`src/rtl/midi_param_bank.sv`:
```
// MIDI note/velocity driven parameter bank: absolute or toggle slots, with optional
// beat-synchronous staging, plus a one-shot broadcast of all values after reset.
//
// state   | meaning
// ST_INIT | broadcast active[k] for k = 0..NUM_PARAMS-1, events not accepted
// ST_RUN  | accept events, apply beat_tick commits
module midi_param_bank #(
  parameter int                    NUM_PARAMS  = 9,
  parameter int                    DATA_W      = 7,
  parameter int                    BASE_NOTE   = 20,
  parameter logic [NUM_PARAMS-1:0] TOGGLE_MASK = 9'b0_0000_0011,
  parameter logic [NUM_PARAMS-1:0] SYNC_MASK   = 9'b1_0000_0000,
  parameter int                    DEFAULT_VAL = 64,
  localparam int                   IDX_W       = $clog2(NUM_PARAMS)
) (
  input  logic                         clk,
  input  logic                         rst,
  input  logic                         in_valid,
  output logic                         in_ready,
  input  logic [6:0]                   note,
  input  logic [6:0]                   velocity,
  input  logic                         beat_tick,
  output logic [NUM_PARAMS*DATA_W-1:0] params,
  output logic                         upd_valid,
  output logic [IDX_W-1:0]             upd_idx,
  output logic [DATA_W-1:0]            upd_value,
  output logic                         commit_valid,
  output logic [NUM_PARAMS-1:0]        commit_mask,
  output logic [NUM_PARAMS-1:0]        pending,
  output logic                         err_unmapped
);

  typedef enum logic {ST_INIT, ST_RUN} state_t;

  state_t                  r_state;
  logic [IDX_W-1:0]        r_cnt;
  logic [DATA_W-1:0]       r_active [NUM_PARAMS];
  logic [DATA_W-1:0]       r_shadow [NUM_PARAMS];
  logic [NUM_PARAMS-1:0]   r_pending;
  logic                    r_in_ready;
  logic                    r_upd_valid;
  logic [IDX_W-1:0]        r_upd_idx;
  logic [DATA_W-1:0]       r_upd_value;
  logic                    r_commit_valid;
  logic [NUM_PARAMS-1:0]   r_commit_mask;
  logic                    r_err;

  logic                    w_accept;
  logic                    w_in_map;
  logic [IDX_W-1:0]        w_idx;
  logic                    w_is_toggle;
  logic                    w_is_sync;
  logic                    w_vel_nz;
  logic [DATA_W-1:0]       w_act_flip;
  logic [DATA_W-1:0]       w_shd_flip;

  assign w_accept    = in_valid && r_in_ready;
  assign w_in_map    = ({1'b0, note} >= 8'(BASE_NOTE)) &&
                       ({1'b0, note} <  8'(BASE_NOTE + NUM_PARAMS));
  assign w_idx       = IDX_W'(note - 7'(BASE_NOTE));
  assign w_is_toggle = TOGGLE_MASK[w_idx];
  assign w_is_sync   = SYNC_MASK[w_idx];
  assign w_vel_nz    = (velocity != 7'd0);
  // Toggle slots only ever hold 0 or 1, so the flip rebuilds the whole word from bit 0.
  assign w_act_flip  = {{(DATA_W-1){1'b0}}, ~r_active[w_idx][0]};
  assign w_shd_flip  = {{(DATA_W-1){1'b0}}, ~r_shadow[w_idx][0]};

  always_ff @(posedge clk or posedge rst) begin
    if (rst) begin
      r_state        <= ST_INIT;
      r_cnt          <= '0;
      r_pending      <= '0;
      r_in_ready     <= 1'b0;
      r_upd_valid    <= 1'b0;
      r_upd_idx      <= '0;
      r_upd_value    <= '0;
      r_commit_valid <= 1'b0;
      r_commit_mask  <= '0;
      r_err          <= 1'b0;
      for (int i = 0; i < NUM_PARAMS; i++) begin
        r_active[i] <= TOGGLE_MASK[i] ? '0 : DATA_W'(DEFAULT_VAL);
        r_shadow[i] <= TOGGLE_MASK[i] ? '0 : DATA_W'(DEFAULT_VAL);
      end
    end else begin
      r_upd_valid    <= 1'b0;
      r_commit_valid <= 1'b0;
      r_err          <= 1'b0;
      case (r_state)
        ST_INIT: begin
          r_in_ready  <= 1'b0;
          r_upd_valid <= 1'b1;
          r_upd_idx   <= r_cnt;
          r_upd_value <= r_active[r_cnt];
          if (r_cnt == IDX_W'(NUM_PARAMS - 1)) begin
            r_cnt   <= '0;
            r_state <= ST_RUN;
          end else begin
            r_cnt <= r_cnt + 1'b1;
          end
        end
        ST_RUN: begin
          r_in_ready <= 1'b1;
          // Commit reads the pre-write shadow; a same-cycle event below re-arms its pending bit.
          if (beat_tick && (r_pending != '0)) begin
            for (int i = 0; i < NUM_PARAMS; i++) begin
              if (r_pending[i]) r_active[i] <= r_shadow[i];
            end
            r_commit_valid <= 1'b1;
            r_commit_mask  <= r_pending;
            r_pending      <= '0;
          end
          if (w_accept) begin
            if (!w_in_map) begin
              r_err <= 1'b1;
            end else if (w_is_sync) begin
              if (!w_is_toggle) begin
                r_shadow[w_idx]  <= velocity[DATA_W-1:0];
                r_pending[w_idx] <= 1'b1;
              end else if (w_vel_nz) begin
                r_shadow[w_idx]  <= w_shd_flip;
                r_pending[w_idx] <= 1'b1;
              end
            end else if (!w_is_toggle) begin
              r_active[w_idx] <= velocity[DATA_W-1:0];
              r_shadow[w_idx] <= velocity[DATA_W-1:0];
              r_upd_valid     <= 1'b1;
              r_upd_idx       <= w_idx;
              r_upd_value     <= velocity[DATA_W-1:0];
            end else if (w_vel_nz) begin
              r_active[w_idx] <= w_act_flip;
              r_shadow[w_idx] <= w_act_flip;
              r_upd_valid     <= 1'b1;
              r_upd_idx       <= w_idx;
              r_upd_value     <= w_act_flip;
            end
          end
        end
        default: r_state <= ST_INIT;
      endcase
    end
  end

  for (genvar g = 0; g < NUM_PARAMS; g++) begin : g_pack
    assign params[g*DATA_W +: DATA_W] = r_active[g];
  end

  assign in_ready     = r_in_ready;
  assign upd_valid    = r_upd_valid;
  assign upd_idx      = r_upd_idx;
  assign upd_value    = r_upd_value;
  assign commit_valid = r_commit_valid;
  assign commit_mask  = r_commit_mask;
  assign pending      = r_pending;
  assign err_unmapped = r_err;

endmodule

```
`config.mk`:
```
export PLATFORM = sky130hd
export DESIGN_NAME = midi_param_bank
export DESIGN_NICKNAME = d
export VERILOG_FILES = /design/src/rtl/midi_param_bank.sv
export SDC_FILE = /design/constraint.sdc
export NUM_CORES = 1
export LEC_CHECK = 0
export BUFFER_PORTS_ARGS = -buffer_cell sky130_fd_sc_hd__buf_2
export CORE_MARGIN = 2
export CORE_UTILIZATION = 30
export DETAILED_ROUTE_END_ITERATION = 8
export GPL_TIMING_DRIVEN = 0
export HOLD_SLACK_MARGIN = 0.12
export SETUP_SLACK_MARGIN = 0.2
export SYNTH_ARGS = -nofsm -noshare
export SYNTH_HDL_FRONTEND = slang
export SYNTH_SLANG_ARGS = --single-unit
```
`constraint.sdc`:
```
create_clock -name clk -period 12.9 [get_ports clk]
set_clock_uncertainty 0.05 [all_clocks]
set_input_delay 0.645 -clock clk [delete_from_list [all_inputs] [get_ports clk]]
set_output_delay 0.645 -clock clk [all_outputs]
set_load 0.02 [all_outputs]
```
==> results.md <==
- PD cells: 139 nW/um2
- Sequential area share after synthesis: 52.5%
- Sw frac: 27.9%
- Outcome: finished clean
- Period minus WS final: 3.07 ns
- Cts hold-fix bufs: 0
- Routed via count: 6547
- Yosys top cell area share: around 48%
- FFs w/ async S/R, synth: 100%
- Mapped Avg Cell Area: between 10 and 15 um2
- FF+latch count, synth: 164
- Post-Syn Area: 7850 um2
- Setup ws final: 9.83 ns
- Post-DP HPWL: 20400 um
- FMAX: 0.326 GHz
- Synthesis-to-finish area growth: 21.0%
- H-tree Lvls: 4
- Dpl ws: about 9.5 ns
- Post-CTS setup buffer count: 0
- Met3 wire len: 2320 um
- First-pass DRT Iterations: 5
- Core area: 25900 um2
- Crit path cell chain: buf_2, inv_1, ha_1, nor4b_1, nand3_1, nand2_1, clkbuf_1, o22ai_1, a31oi_1
- Worst hold path type: primary input to async pin
- Synth area leader: dfrtp_1
- Clock power share: 41.6%
- Critical path type: primary input to flop
- WL/cell: about 23 um
- Net load switching power: 367 uW
- Commonest non-fill, non-tap cells in the layout: dfrtp_1 (150), buf_2 (117), nand2_1 (111), mux2_2 (61), nor2_1 (56)
- Met1 Routed Length: between 10000 and 15000 um
- Min Hold Slack: 0.183 ns
- Layout cell share with drive strength beyond 1: approximately a third
- Slew Viols, Final: 0
- Layout Nets: slightly below 900
- Post-synth EDFFs: 0
- Seq pwr share: about 45%
- R2R Setup Slk: 10.13 ns
- Worst endpoint data arrival time: 3.36 ns
- Worst Path Max Fanout: 10
- Pleak: 4.44 nW
- Type of destination of the critical path: flop
- Post-route ant nets: 0
- Top_reg_cell synth: dfrtp_1
- CTS sink count: 164
- Largest net degree at the start of global routing: between 100 and 150
- Initial Utilization: 30.3%
- Die X-Extent: 166 um
- Initial antenna violation count: 1
- Syn_nets: 735
- Critical Path RT: approximately 13 ns
- Delay-heaviest family, CP: simple AND/OR/NAND/NOR gates
- Int Power: approximately 950 uW
- TritonCTS buffer count: 17
- Slew Limit Headroom: 36.1%
- Vias/cell: 5.49
- Number of port buffers: 112
- Warnings from Yosys: 0
- Top cells by area, synth: dfrtp_1 (48%), mux2_2 (8.7%), nand2_1 (5.3%)
- Routed WL: 27900 um
- Clock root cell: clkbuf_16
- Grt ovf: 0
- R2R Path Start: r_state
- Top Layer Used: met4
- Slowest stage delay, CP: slightly below 0.6 ns
- Worst-path clk slew: about 0.060 ns
- Final hold vios: 0
- Setup-failing EPs final: 0
- Ant. Diodes: 0
- Setup crit start kind: primary input
- CTS resizes: 0
- Total track usage: about a fifth
- R2r endpoint: params[22]
- Iter 0 DRT Violations: about 560
- Worst-Skew Late Latency: 0.43 ns
- Total of max-cap violations: 0
- Vias in the first global route: 6444
- Logic pwr share: a little over an eighth
- Die area: 27500 um2
- IO Count: approximately 110
- Met2 wire len: about 12000 um
- Critical path depth in cells: 9
- Netlist cell types: 63
- Number of placement rows: 59
- Setup Total Neg Slack: 0 ns
- DRC viols: 0
- VDD IR max: 83.3 uV
- Placer congestion estimate: 0.950
- Critical path's slowest cell: clkbuf_1
- Final period util: 23.8%
- RSZ-0062 raised after global routing: false
- Most common cell after layout, fill and taps aside: dfrtp_1
- First-pass GRT wire length: between 40000 and 50000 um
- Crit path buffers/inverters: 3
- Least-Margin Pin Slew: approximately 0.96 ns
- Die Height: 166 um
- Core Util, Final: 36.7%
- Mapped Cells: 712
- CTS tree: built
- Clock Tree Buf Depth: 2
- Worst R2R Path Depth: 7
-- cells by family after synthesis --
family,after synthesis,share of synthesized area [%]
compound gates,159,14.7
fa+ha+maj,5,0.797
buf+inv,49,2.88
flops,164,52.5
mux,80,13.4
simple gates,255,15.7
-- Yosys cell counts (4+ instances only) --
| master | instances |
|---|---|
| a211oi_1 | 11 |
| a21oi_1 | 32 |
| a221o_1 | 31 |
| a221oi_1 | 7 |
| a22oi_1 | 9 |
| a31oi_1 | 7 |
| and2_1 | 12 |
| and3_1 | 5 |
| buf_2 | 4 |
| buf_6 | 4 |
| clkbuf_1 | 26 |
| dfrtp_1 | 150 |
| dfstp_2 | 14 |
| ha_1 | 5 |
| inv_1 | 11 |
| mux2_2 | 61 |
| mux2i_1 | 5 |
| mux4_2 | 14 |
| nand2_1 | 111 |
| nand3_1 | 26 |
| nor2_1 | 56 |
| nor2_4 | 7 |
| nor3_1 | 6 |
| nor4_1 | 4 |
| o211ai_1 | 11 |
| o21ai_0 | 27 |
| o22ai_1 | 5 |
-- layout make-up --
cell class,instances,area [um2]
plain buffers,37,181
clock buffers,19,453
clock inverters,12,178
fillers,2582,16400
inverters,12,52.6
multi-input cells,499,3510
flip-flops and latches,164,4120
well taps,335,419
repair buffers,114,593
-- layer usage --
metal / GRT usage [%] / up-vias
met2: 30.0 / 324
met1: 27.6 / 3276
met3: 6.24 / 62
met5: 0 / -
li1: - / 2885
met4: 8.51 / 0
-- worst reg2reg max path: stages, from the launching register on --
cell      delay (ns)
dfrtp_1         0.38
buf_2           0.29
and2_1          0.24
clkbuf_1        0.43
nand2_1         0.27
a21oi_1         0.75
a22oi_1         0.14
o21ai_0         0.13
-- stage by stage --
| step | std cells | total power [mW] | cell area [um2] |
|---|---|---|---|
| 2_1_floorplan | 712 | 0.695 | 7850 |
| 3_3_place_gp | 1159 | 0.772 | 8830 |
| 3_5_place_dp | 1161 | 0.776 | 8870 |
| 4_1_cts | 1192 | 1.32 | 9500 |
| 5_1_grt | 1192 | 1.36 | 9500 |
| 6_report | 1192 | 1.32 | 9500 |
-- power by group through the flow --
stage | registers, mW | logic [mW] | clock network, mW
floorplan | 0.620 | 0.0753 | 0
global placement | 0.599 | 0.173 | 0
detailed placement | 0.599 | 0.177 | 0
CTS | 0.589 | 0.178 | 0.551
global route | 0.593 | 0.192 | 0.573
finish | 0.590 | 0.179 | 0.547
-- how the worst max path moves through the flow --
stage	from	end	slack (ns)
after floorplan	rst	async pin	7.79
after global placement	rst	params[59]	5.76
after detailed placement	note[2]	params[39]	9.46
after CTS	note[2]	params[39]	9.90
after global routing	note[2]	params[39]	9.63
final	note[2]	params[33]	9.83
No activity file was read; power rests on OpenSTA's default activity.
